**config.mk**
```make
export PLATFORM = sky130hd
export DESIGN_NAME = hs32_alu_seq
export DESIGN_NICKNAME = d
export VERILOG_FILES = /design/src/rtl/hs32_alu_seq.sv
export SDC_FILE = /design/constraint.sdc
export NUM_CORES = 1
export LEC_CHECK = 0
export ABC_AREA = 0
export BUFFER_PORTS_ARGS = -buffer_cell sky130_fd_sc_hd__buf_2
export CAP_MARGIN = 20
export CORE_MARGIN = 10
export CORE_UTILIZATION = 34
export DETAILED_ROUTE_END_ITERATION = 7
export GPL_TIMING_DRIVEN = 0
export PLACE_DENSITY = 0.5
export SYNTH_ARGS = -nofsm -noshare
export SYNTH_HDL_FRONTEND = slang
export SYNTH_SLANG_ARGS = --single-unit
```
**constraint.sdc**
```tcl
create_clock -name clk -period 6.55 [get_ports clk]
set_input_delay 0.9825 -clock clk [delete_from_list [all_inputs] [get_ports clk]]
set_output_delay 0.9825 -clock clk [all_outputs]
set_load 0.1 [all_outputs]
```
**src/rtl/hs32_alu_seq.sv**
```systemverilog
`default_nettype none
// +------------------------------------------------------------------------+
// | hs32_alu_seq : handshaked execute-stage ALU, single-cycle ops plus an  |
// |                iterative MUL_STEP-bits-per-cycle multiplier, NZCV reg. |
// | Revision 1.0                                                           |
// +------------------------------------------------------------------------+
module hs32_alu_seq #(
  parameter int WIDTH    = 32,
  parameter int MUL_STEP = 1
) (
  input  logic             clk,
  input  logic             reset,
  input  logic             flush_i,
  input  logic             valid_i,
  output logic             ready_o,
  input  logic [2:0]       op_i,
  input  logic             cen_i,
  input  logic             fwe_i,
  input  logic [WIDTH-1:0] a_i,
  input  logic [WIDTH-1:0] b_i,
  output logic             valid_o,
  input  logic             ready_i,
  output logic [WIDTH-1:0] res_o,
  output logic [3:0]       flags_o,
  output logic             busy_o
);

  localparam int c_SH_W  = $clog2(WIDTH);
  localparam int c_STEPS = WIDTH / MUL_STEP;
  localparam int c_CNT_W = $clog2(c_STEPS + 1);

  localparam logic [2:0] c_OP_ADD = 3'b000;
  localparam logic [2:0] c_OP_SUB = 3'b001;
  localparam logic [2:0] c_OP_AND = 3'b010;
  localparam logic [2:0] c_OP_OR  = 3'b011;
  localparam logic [2:0] c_OP_XOR = 3'b100;
  localparam logic [2:0] c_OP_MUL = 3'b101;
  localparam logic [2:0] c_OP_SHL = 3'b110;
  localparam logic [2:0] c_OP_SHR = 3'b111;

  typedef enum logic [0:0] {
    S_IDLE = 1'b0,
    S_MUL  = 1'b1
  } state_t;

  state_t             r_state;
  state_t             w_state_nxt;
  logic               r_valid;
  logic [WIDTH-1:0]   r_res;
  logic [3:0]         r_flags;
  logic [c_CNT_W-1:0] r_cnt;
  logic [WIDTH-1:0]   r_mcand;
  logic [WIDTH-1:0]   r_mplier;
  logic [WIDTH-1:0]   r_acc;
  logic               r_fwe;

  logic               w_accept;
  logic               w_ci;
  logic [WIDTH-1:0]   w_bop;
  logic [WIDTH-1:0]   w_sum;
  logic               w_cout;
  logic [WIDTH-1:0]   w_alu_res;
  logic               w_alu_c;
  logic               w_alu_v;
  logic [WIDTH-1:0]   w_part;
  logic [WIDTH-1:0]   w_acc_nxt;
  logic               w_last;

  assign ready_o  = (r_state == S_IDLE) && (!r_valid || ready_i) && !flush_i;
  assign w_accept = valid_i && ready_o;
  assign valid_o  = r_valid;
  assign res_o    = r_res;
  assign flags_o  = r_flags;
  assign busy_o   = (r_state == S_MUL);

  // SUB is a + ~b + ci, so the same adder serves both; C is taken from the flag register.
  always_comb begin
    w_bop = (op_i == c_OP_SUB) ? ~b_i : b_i;
    w_ci  = (op_i == c_OP_SUB) ? (cen_i ? r_flags[1] : 1'b1) : (cen_i & r_flags[1]);
    {w_cout, w_sum} = {1'b0, a_i} + {1'b0, w_bop} + {{WIDTH{1'b0}}, w_ci};
  end

  always_comb begin
    w_alu_res = '0;
    w_alu_c   = 1'b0;
    w_alu_v   = 1'b0;
    case (op_i)
      c_OP_ADD, c_OP_SUB: begin
        w_alu_res = w_sum;
        w_alu_c   = w_cout;
        w_alu_v   = (a_i[WIDTH-1] == w_bop[WIDTH-1]) && (w_sum[WIDTH-1] != a_i[WIDTH-1]);
      end
      c_OP_AND: w_alu_res = a_i & b_i;
      c_OP_OR:  w_alu_res = a_i | b_i;
      c_OP_XOR: w_alu_res = a_i ^ b_i;
      c_OP_SHL: w_alu_res = a_i << b_i[c_SH_W-1:0];
      c_OP_SHR: w_alu_res = a_i >> b_i[c_SH_W-1:0];
      default:  w_alu_res = '0;
    endcase
  end

  // One multiplier step: add the MUL_STEP shifted partial products selected by the low multiplier bits.
  always_comb begin
    w_part = '0;
    for (int j = 0; j < MUL_STEP; j++) begin
      if (r_mplier[j]) begin
        w_part = w_part + (r_mcand << j);
      end
    end
    w_acc_nxt = r_acc + w_part;
    w_last    = (r_cnt == c_CNT_W'(c_STEPS - 1));
  end

  always_comb begin
    w_state_nxt = r_state;
    if (flush_i) begin
      w_state_nxt = S_IDLE;
    end else begin
      case (r_state)
        S_IDLE:  if (w_accept && (op_i == c_OP_MUL)) w_state_nxt = S_MUL;
        S_MUL:   if (w_last) w_state_nxt = S_IDLE;
        default: w_state_nxt = S_IDLE;
      endcase
    end
  end

  always_ff @(posedge clk or posedge reset) begin
    if (reset) begin
      r_state <= S_IDLE;
    end else begin
      r_state <= w_state_nxt;
    end
  end

  always_ff @(posedge clk or posedge reset) begin
    if (reset) begin
      r_valid  <= 1'b0;
      r_res    <= '0;
      r_flags  <= '0;
      r_cnt    <= '0;
      r_mcand  <= '0;
      r_mplier <= '0;
      r_acc    <= '0;
      r_fwe    <= 1'b0;
    end else if (flush_i) begin
      r_valid <= 1'b0;
      r_cnt   <= '0;
    end else begin
      if (r_valid && ready_i) begin
        r_valid <= 1'b0;
      end
      if (w_accept) begin
        if (op_i == c_OP_MUL) begin
          r_mcand  <= a_i;
          r_mplier <= b_i;
          r_acc    <= '0;
          r_cnt    <= '0;
          r_fwe    <= fwe_i;
        end else begin
          r_res   <= w_alu_res;
          r_valid <= 1'b1;
          if (fwe_i) begin
            r_flags <= {w_alu_res[WIDTH-1], (w_alu_res == '0), w_alu_c, w_alu_v};
          end
        end
      end
      if (r_state == S_MUL) begin
        r_acc    <= w_acc_nxt;
        r_mcand  <= r_mcand << MUL_STEP;
        r_mplier <= r_mplier >> MUL_STEP;
        r_cnt    <= r_cnt + c_CNT_W'(1);
        if (w_last) begin
          r_res   <= w_acc_nxt;
          r_valid <= 1'b1;
          r_cnt   <= '0;
          if (r_fwe) begin
            r_flags <= {w_acc_nxt[WIDTH-1], (w_acc_nxt == '0), 1'b0, 1'b0};
          end
        end
      end
    end
  end

endmodule
`default_nettype wire

```
==> results of run 1 <==
cell usage in the layout (no fill, tap or decap), types with 8 or more instances in the layout:
cell	Yosys	final
a211oi_1	30	27
a21o_1	23	23
a21oi_1	141	140
a221o_1	9	9
a221oi_1	8	8
a22o_1	30	30
a22oi_1	16	16
a31oi_1	24	24
and2_1	44	43
and3_1	14	14
buf_2	24	133
buf_4	4	8
buf_6	7	8
clkbuf_1	93	89
clkbuf_16	0	17
dfrtp_1	141	141
ha_1	128	128
inv_1	96	95
mux2_2	17	17
mux2_4	8	8
mux2i_1	137	137
mux4_2	24	24
nand2_1	240	240
nand2b_1	10	10
nand3_1	34	34
nand4_1	26	26
nor2_1	141	140
nor2b_1	19	19
nor3_1	32	27
nor4_1	10	9
o211ai_1	26	26
o21a_1	11	11
o21ai_0	166	164
o21ai_1	15	16
o21bai_1	10	10
o22a_1	9	9
o22ai_1	28	28
xnor2_1	63	63
xor2_1	17	17
worst max-delay path by stage:
stage	cells after the start	to	slack, ps	from
finish	22	flags_o[2]	50	op_i[1]
floorplan	22	flags_o[2]	990	op_i[1]
CTS	20	res_o[21]	10	op_i[1]
global route	19	res_o[21]	20	op_i[1]
detailed placement	23	flags_o[2]	-2630	op_i[1]
global placement	22	flags_o[2]	-2830	op_i[1]
routing by layer:
metal | global-route usage (%) | routed length (µm) | vias up
li1 | - | - | 7545
met4 | 15.1 | 4630 | 2
met5 | 0 | 7 | -
met1 | 38.0 | 36600 | 8461
met3 | 6.38 | 6270 | 174
met2 | 50.3 | 41200 | 802
registers in the layout, summed over array words and instances (netlist names):
signal    count
r_mplier     32
valid_o       1
r_mcand      32
r_acc        32
r_cnt         6
busy_o        1
r_fwe         1
flags_o       4
res_o        32
cell type report:
type | instances | area share (%)
clock buffer | 17 | 2.36
antenna | 2 | 0.0278
inverter | 99 | 2.10
timing repair buffer | 117 | 3.62
multi-input combinational | 1615 | 63.8
clock inverter | 15 | 0.937
buffer | 133 | 3.39
sequential | 141 | 19.6
tap | 607 | 4.21
per-stage QoR:
step	setup WS (ps)	utilization (%)	TNS, ps	cell area [µm²]
global placement	-2830	37.1	-109440	17200
detailed placement	-2630	37.3	-55980	17300
CTS	10.1	38.7	0	18000
global route	17.3	38.8	0	18000
floorplan	991	-	0	15900
finish	52.7	38.8	0	18000
cells by family after synthesis:
| logic type | after synthesis | synth area share, % |
|---|---|---|
| multiplexers | 193 | 14.6 |
| XOR/XNOR | 80 | 4.40 |
| AND/OR/NAND/NOR | 599 | 17.5 |
| adder cells (fa/ha/maj) | 131 | 10.4 |
| AO/OA/AOI/OAI | 612 | 24.8 |
| buffers and inverters | 234 | 6.15 |
| flip-flops | 141 | 22.2 |
power by group:
part | leakage (nW) | internal, W | switching [W]
clock | 0.290 | 0.000510 | 0.000529
sequential | 1.80 | 0.00105 | 0.000118
combinational | 5.86 | 0.000556 | 0.00147
what timing repair did:
action | 4_1_cts | 5_1_grt
endpoints found under the setup margin | 33 | 5
buffers inserted | 1 | 1
pin swaps | 1 | 1
resized for setup | 16 | 9
hold buffers | 0 | 0
worst register-to-register path, cell delays in order (launching register included):
cell       delay, ps
dfrtp_1          530
clkbuf_1         260
and2_1           190
ha_1             270
clkbuf_1         340
nand4_1          230
or2_2            340
nand4bb_1        290
nand4_1          250
o21a_1           200
xnor2_1          250
nand4_1          160
nor4b_1          730
nor4bb_1         380
nand4b_1         220
a22oi_2          210
==> impl_metrics.ini, run 1 <==
[yosys]
syn_nets = 2195
syn_avg_cell_area_um2 = 8.00
synthDistinctLibCells = 88
async_reset_ff_share_pct = 100
synthFlopType = dfrtp_1
synth_edf_count = 0
synth_warnings = 0
ys_seq_area_share_pct = 22.2
yosysMostFrequentCell = nand2_1
yosys-top-cells-area = dfrtp_1, ha_1, mux2i_1
ys_seq_elements = 141
synth_area_mm2 = 0.0159
postSynthCellCount = 1990
ys_top_cells_by_count = nand2_1, o21ai_0, a21oi_1, dfrtp_1, nor2_1
synth_top_cell_by_area = dfrtp_1
yosys.area.top_type_share_pct = 22.2

[critical_path]
crit_path_end_kind = flop
reg2reg_slack_ps = 1620
cp.arrival_ps = 6930
critPathTopFamily = simple AND/OR/NAND/NOR gates
cpPeakStageDelay_ps = 460
path_cells = clkbuf_1, buf_4, nor2_4, clkbuf_2, buf_8, clkbuf_4, and2_2, mux2_2, fa_1, inv_1, fa_1, nand2b_1, a211oi_2, o211ai_1, nand2_1, xnor2_1, o2111ai_1, nor4_2, nand4_1, nor4_2, nand4_1, a22oi_2
cpMaxStageDelayCell = fa_1
crit_buf_inv = 6
r2r_start = r_mplier[0]
ff2ff_path_depth = 15
r2r_end = flags_o[2]
crit_required_ps = 6980
worstPathMaxFanout = 10
path_class = in -> reg
critPathLaunchType = primary input

[sta]
rsz0062_at_grt = false
fin_crit_ps = 6500
fmax_mhz = 154
report.final.slew_viol_count = 0
finalHoldViolCount = 0
timing.hold.ws_ps = 487
post-route-period-util_pct = 99.2
setup_violations = 0
skew_ps = 12.6
max_slew_margin_pct = 14.2
tightest_slew_ps = 1290

[global_routing]
grt_use_total_pct = 30.9
grt_overflow = 0
grt_pass1_vias = 16600
antenna_found_initial = 2
grt_max_degree = 84
grt_pass1_wl_um = 125000

[route]
drc = 0
wl_um = 88700
drt_first_iter_violations = 1673
drtAntennaViolNets = 0
dr.pass1.iters = 5
num_vias = 17000
viasPerCell = 6.18
routedWlPerCell_um = 32.3

[floorplanning]
dieArea_mm2 = 0.0559
die_x_um = 236
core_area_mm2 = 0.0465
row_count = 79
die_h_um = 236
ioPinCount = 113
start_util_pct = 34.3

[cts]
cts_sinks = 141
h-tree-depth = 4
clk_latency_ps = 510
cts_root_buffer = clkbuf_16
cts_buffer_depth = 2
clk_pin_slew_ps = 80
cts-buffers-inserted = 17
cts_tree = built

[power_and_ir_drop]
power.total_w = 0.00423
power.leakage_nw = 7.95
power_density_mw_per_mm2 = 235
vdd_drop_max_v = 0.000271

[finish]
area_growth_pct = 13.2
seqCellArea_mm2 = 0.00353
drive_above_1_share_pct = 12.8
multi_input_area_mm2 = 0.0115
final_cells = 2746
nNetsFinal = 2329
fillCellCount = 4863

[placed_design]
place_inst = 2712
io_buffers = 109
place_congestion = 1.04
place_hpwl_um = 70100

[hold_path]
whs_path_depth = 2
min_to = r_mplier[6]
hold_path.class = reg -> reg
hold_start = r_mplier[6]

[run_status]
status = finished, final reports clean

[run]
cap_violations = 0
No activity file was read; power rests on OpenSTA's default activity.
==> run 2: changes to the inputs <==
ABC_AREA = 1   (was 0)
REMOVE_ABC_BUFFERS = 1   (was unset)
clock period = 8.05 ns   (was 6.55 ns; I/O delays follow)
==> impl_metrics.ini, run 2 <==
[yosys]
synthDistinctLibCells = 49
yosys-top-cells-area = dfrtp_1, nand2_1, nand3_1
synth_warnings = 0
postSynthCellCount = 2751
yosys.area.top_type_share_pct = 21.5
synth_area_mm2 = 0.0164
synthFlopType = dfrtp_1
ys_seq_area_share_pct = 21.5
ys_top_cells_by_count = nand2_1, nand3_1, inv_1, nor2_1, dfrtp_1
yosysMostFrequentCell = nand2_1
syn_avg_cell_area_um2 = 5.97
async_reset_ff_share_pct = 100
ys_seq_elements = 141
synth_top_cell_by_area = dfrtp_1
synth_edf_count = 0

[floorplanning]
start_util_pct = 34.4
ioPinCount = 113
core_area_mm2 = 0.0477
row_count = 80
dieArea_mm2 = 0.0575
die_h_um = 240
die_x_um = 240

[critical_path]
critPathTopFamily = simple AND/OR/NAND/NOR gates
path_cells = buf_2, nor2_4, nand2_2, o21ai_0, fa_1, inv_1, fa_1, inv_1, nand3_1, nand2_1, nand2_1, nand2_1, nand2_1, nand2_1, a21oi_1, a21oi_1, nand2_1, nor2_1, nand3_1, nor2_1, nand3_1, nand2_1, nand2_1, nand2_1
critPathLaunchType = primary input
crit_buf_inv = 3
crit_path_end_kind = flop
cpMaxStageDelayCell = nor2_4
cpMostUsedCell = nand2_1
cp.arrival_ps = 6110
worstPathMaxFanout = 29
crit_required_ps = 8470
path_class = in -> reg
cpPeakStageDelay_ps = 720

[sta]
fin_crit_ps = 5690
setup_violations = 0
report.final.slew_viol_count = 0
max_slew_margin_pct = 24.5
tightest_slew_ps = 1130
post-route-period-util_pct = 70.7
finalHoldViolCount = 0
timing.hold.ws_ps = 484
rsz0062_at_grt = false
skew_ps = 15.3
fmax_mhz = 176

[cts]
h-tree-depth = 4
cts-buffers-inserted = 17
cts_buffer_depth = 2
clk_pin_slew_ps = 60
cts_sinks = 141
cts_tree = built
post_cts_resized = 0
cts_root_buffer = clkbuf_16
clk_latency_ps = 490
hold_buffers = 0
postCtsSetupRepairBufs = 0

[power_and_ir_drop]
power.total_w = 0.00436
power.leakage_nw = 9.35
vdd_drop_max_v = 0.0000930
power_density_mw_per_mm2 = 240

[global_routing]
grt_pass1_vias = 17500
grt_max_degree = 84
grt_pass1_wl_um = 106000
grt_use_total_pct = 24.2
grt_overflow = 0
antenna_found_initial = 1

[finish]
final_cells = 3403
nNetsFinal = 2980
final_cell_mix = nand2_1, nand3_1, inv_1
area_growth_pct = 10.4
utilization_pct = 38.0
num_antenna_cells = 0
final_common_cell = nand2_1
drive_above_1_share_pct = 6.92

[route]
drtAntennaViolNets = 0
wl_um = 69700
dr.pass1.iters = 7
num_vias = 18300
routedWlPerCell_um = 20.5
drc = 0
drt_first_iter_violations = 1548
viasPerCell = 5.39

[run_status]
status = finished, final reports clean

[placed_design]
place_hpwl_um = 55600
io_buffers = 112
place_congestion = 1.01
place_inst = 3367

[hold_path]
hold_path.class = reg -> reg

[run]
cap_violations = 0
==> run 2: cell types whose count changed after synthesis, sizes merged, moves of 41 or more <==
cell,before,now
nor2,141,268
a31oi,24,65
xnor2,63,14
nand2,240,833
inv,98,297
nand3,34,441
mux2i,140,0
==> run 2: final timing paths <==
path	depth (start not counted)	end	slack, ps	start
hold / removal	2	r_acc[2]	480	r_acc[2]
max in group asynchronous	3	r_mplier[26]	6350	reset
setup / recovery	24	flags_o[2]	2360	op_i[1]
setup reg to reg	9	r_acc[20]	3350	busy_o
min in group asynchronous	2	r_cnt[5]	810	reset
hold reg to reg	2	r_acc[2]	480	r_acc[2]
==> run 2: area by class of cell <==
class | instances | area (µm²)
multi-input combinational | 2184 | 11200
clock inverter | 12 | 111
inverter | 300 | 1130
timing repair buffer | 131 | 960
tap | 615 | 769
fill | 5282 | 29600
sequential | 141 | 3530
clock buffer | 20 | 457
==> run 2: routing by layer <==
| layer | GRT usage, % | up-vias | share of wire, % |
|---|---|---|---|
| met5 | 0 | - | 0 |
| met4 | 7.74 | 0 | 2.9 |
| met3 | 3.29 | 83 | 4.4 |
| met2 | 41.8 | 504 | 49 |
| met1 | 30.3 | 8646 | 44 |
| li1 | - | 9094 | - |
==> run 2: per-stage QoR <==
stage | area, µm² | worst slack (ps) | TNS (ps)
floorplan | 15800 | 186 | 0
finish | 18100 | 2360 | 0
detailed placement | 17500 | 1810 | 0
CTS | 18100 | 2300 | 0
global route | 18100 | 1960 | 0
global placement | 17100 | -3520 | -182080
==> run 2: cell families (layout without fill, tap and decap cells) <==
logic type	Yosys count	after routing	synth area share [%]
buffers and inverters	426	463	10.7
adders and majority gates	131	131	10.1
DFF	141	141	21.5
AOI/OAI and AO/OA	382	382	13.2
and+or+nand+nor	1614	1614	41.5
xor gates and xnor gates	57	57	3.04
==> run 2: report_power, final <==
group | switching (W) | internal, W | total [W] | leakage (nW)
clock network | 0.000368 | 0.000442 | 0.000810 | 0.273
registers | 0.000164 | 0.000913 | 0.00108 | 1.72
logic | 0.00174 | 0.000729 | 0.00247 | 7.36
==> run 2: worst min-delay path, stage by stage (launching register included) <==
cell     delay [ps]
dfrtp_1         350
nand2_1          60
nand2_1          50
==> run 3: changes to the inputs <==
ABC_AREA = 0   (was 1)
PLACE_DENSITY = 0.52   (was 0.5)
clock period = 4.9 ns   (was 8.05 ns; I/O delays follow)
==> impl_metrics.ini, run 3 (synthesis results as in run 1) <==
[critical_path]
reg2reg_slack_ps = 370
critPathLaunchType = primary input
ff2ff_path_depth = 12
cp.arrival_ps = 5170
endpoint = flags_o[2]
cpMostUsedCell = buf_4
worstPathMaxFanout = 15
cpPeakStageDelay_ps = 440
crit_required_ps = 5310
cp-startpoint = op_i[2]
path_class = in -> reg
path_cells = buf_4, nor2_4, and2_4, buf_4, mux2_4, fa_2, inv_1, fa_2, nand2b_4, a211oi_4, o211ai_1, buf_4, o221ai_2, buf_4, a211o_1, a21oi_4, nor4b_1, nor3b_2, and3_1, nand4_1, a22oi_2
r2r_start = r_mplier[0]
cpMaxStageDelayCell = o211ai_1
r2r_end = flags_o[2]
crit_path_end_kind = flop

[power_and_ir_drop]
power.total_w = 0.00553
power_density_mw_per_mm2 = 308
vdd_drop_max_v = 0.000258
power.leakage_nw = 7.91

[sta]
tightest_slew_ps = 1160
max_slew_margin_pct = 22.8
rsz0062_at_grt = false
fmax_mhz = 210
post-route-period-util_pct = 97.2
fin_crit_ps = 4760
finalSetupTns_ps = 0
finalHoldViolCount = 0
setup_violations = 0
skew_ps = 12.1
report.final.slew_viol_count = 0

[cts]
h-tree-depth = 4
hold_buffers = 0
cts_sinks = 141
cts-buffers-inserted = 17
cts_buffer_depth = 2
cts_tree = built
clk_pin_slew_ps = 70
cts_root_buffer = clkbuf_16
clk_latency_ps = 490

[route]
drc = 0
drtAntennaViolNets = 0
viasPerCell = 5.98
num_vias = 15800
wl_um = 65800
dr.pass1.iters = 8
drt_first_iter_violations = 1423
routedWlPerCell_um = 24.9

[global_routing]
grt_pass1_wl_um = 98600
grt_use_total_pct = 22.8
grt_pass1_vias = 15400
antenna_found_initial = 0
grt_max_degree = 77
grt_overflow = 0

[placed_design]
place_hpwl_um = 49700
place_congestion = 0.992
io_buffers = 112
placed_area_mm2 = 0.0170

[finish]
utilization_pct = 38.7
nNetsFinal = 2224
area_growth_pct = 12.9
final_cell_mix = nand2_1, o21ai_0, dfrtp_1
drive_above_1_share_pct = 13.9
final_common_cell = nand2_1
final_area_mm2 = 0.0180
num_antenna_cells = 0

[run_status]
status = finished, final reports clean

[floorplanning]
row_count = 79
core_area_mm2 = 0.0465
die_x_um = 236
start_util_pct = 34.3
ioPinCount = 113
die_h_um = 236
dieArea_mm2 = 0.0559

[run]
cap_violations = 0

[hold_path]
hold_path.class = in -> async
run 3: cell types whose count changed in the layout (fill, tap and decap cells not counted), sizes merged, moves of 41 or more:
| cell | previous run | this run |
|---|---|---|
| xnor2 | 14 | 63 |
| nand2 | 833 | 240 |
| a31oi | 65 | 24 |
| nor2 | 268 | 142 |
| nand3 | 441 | 34 |
| inv | 300 | 102 |
| mux2i | 0 | 140 |
run 3: report_power, final:
part | switching [W] | leakage, nW | internal [W] | total, W
clock | 0.000604 | 0.295 | 0.000821 | 0.00142
combinational | 0.00178 | 5.82 | 0.000759 | 0.00254
sequential | 0.000164 | 1.80 | 0.00140 | 0.00157
run 3: repair_timing:
| item | 4_1_cts | 5_1_grt |
|---|---|---|
| pin swaps | 5 | 10 |
| setup endpoints to repair | 25 | 7 |
| resized for setup | 19 | 24 |
| gates cloned | 1 | 1 |
| buffers inserted | 6 | 7 |
run 3: through the flow:
step,hold WS [ps],instances,setup slack (ps)
6_report,352,2639,139
5_1_grt,429,2639,5.83
4_1_cts,378,2630,8.34
3_5_place_dp,470,2591,-1980
3_3_place_gp,462,2574,-8040
2_1_floorplan,450,1855,-5520
run 3: worst min-delay path by stage:
stage            startpoint  cells past startpoint            to  slack (ps)
6_report              reset                      2      r_cnt[5]         350
5_1_grt               reset                      2      r_cnt[5]         430
3_5_place_dp    r_mcand[31]                      2   r_mcand[31]         470
4_1_cts               reset                      2      r_cnt[5]         380
3_3_place_gp    r_mplier[4]                      2   r_mplier[4]         460
2_1_floorplan  r_mplier[10]                      2  r_mplier[10]         450
run 3: critical path, delay by kind of cell:
family / cells / cell delay (ps)
AOI/OAI and AO/OA: 6 / 1330
and+or+nand+nor: 7 / 1320
buffers and inverters: 5 / 840
adders and majority gates: 2 / 600
muxes: 1 / 320
run 3: cell type report:
class                           count  area (µm²)
Tap cell                          607         759
Fill cell                        4849       28500
Inverter                           99         389
Sequential cell                   141        3530
Clock inverter                     14         181
Clock buffer                       18         439
Multi-Input combinational cell   1616       11600
Timing Repair Buffer              144        1060
run 3: metal layers:
metal	vias up	GRT usage [%]	wire length [µm]	share of wire [%]
met1	7738	30.0	29000	44
met5	-	0	0	0
met2	605	37.0	30500	46
li1	7335	-	-	-
met3	96	3.74	4200	6.4
met4	0	7.89	2040	3.1
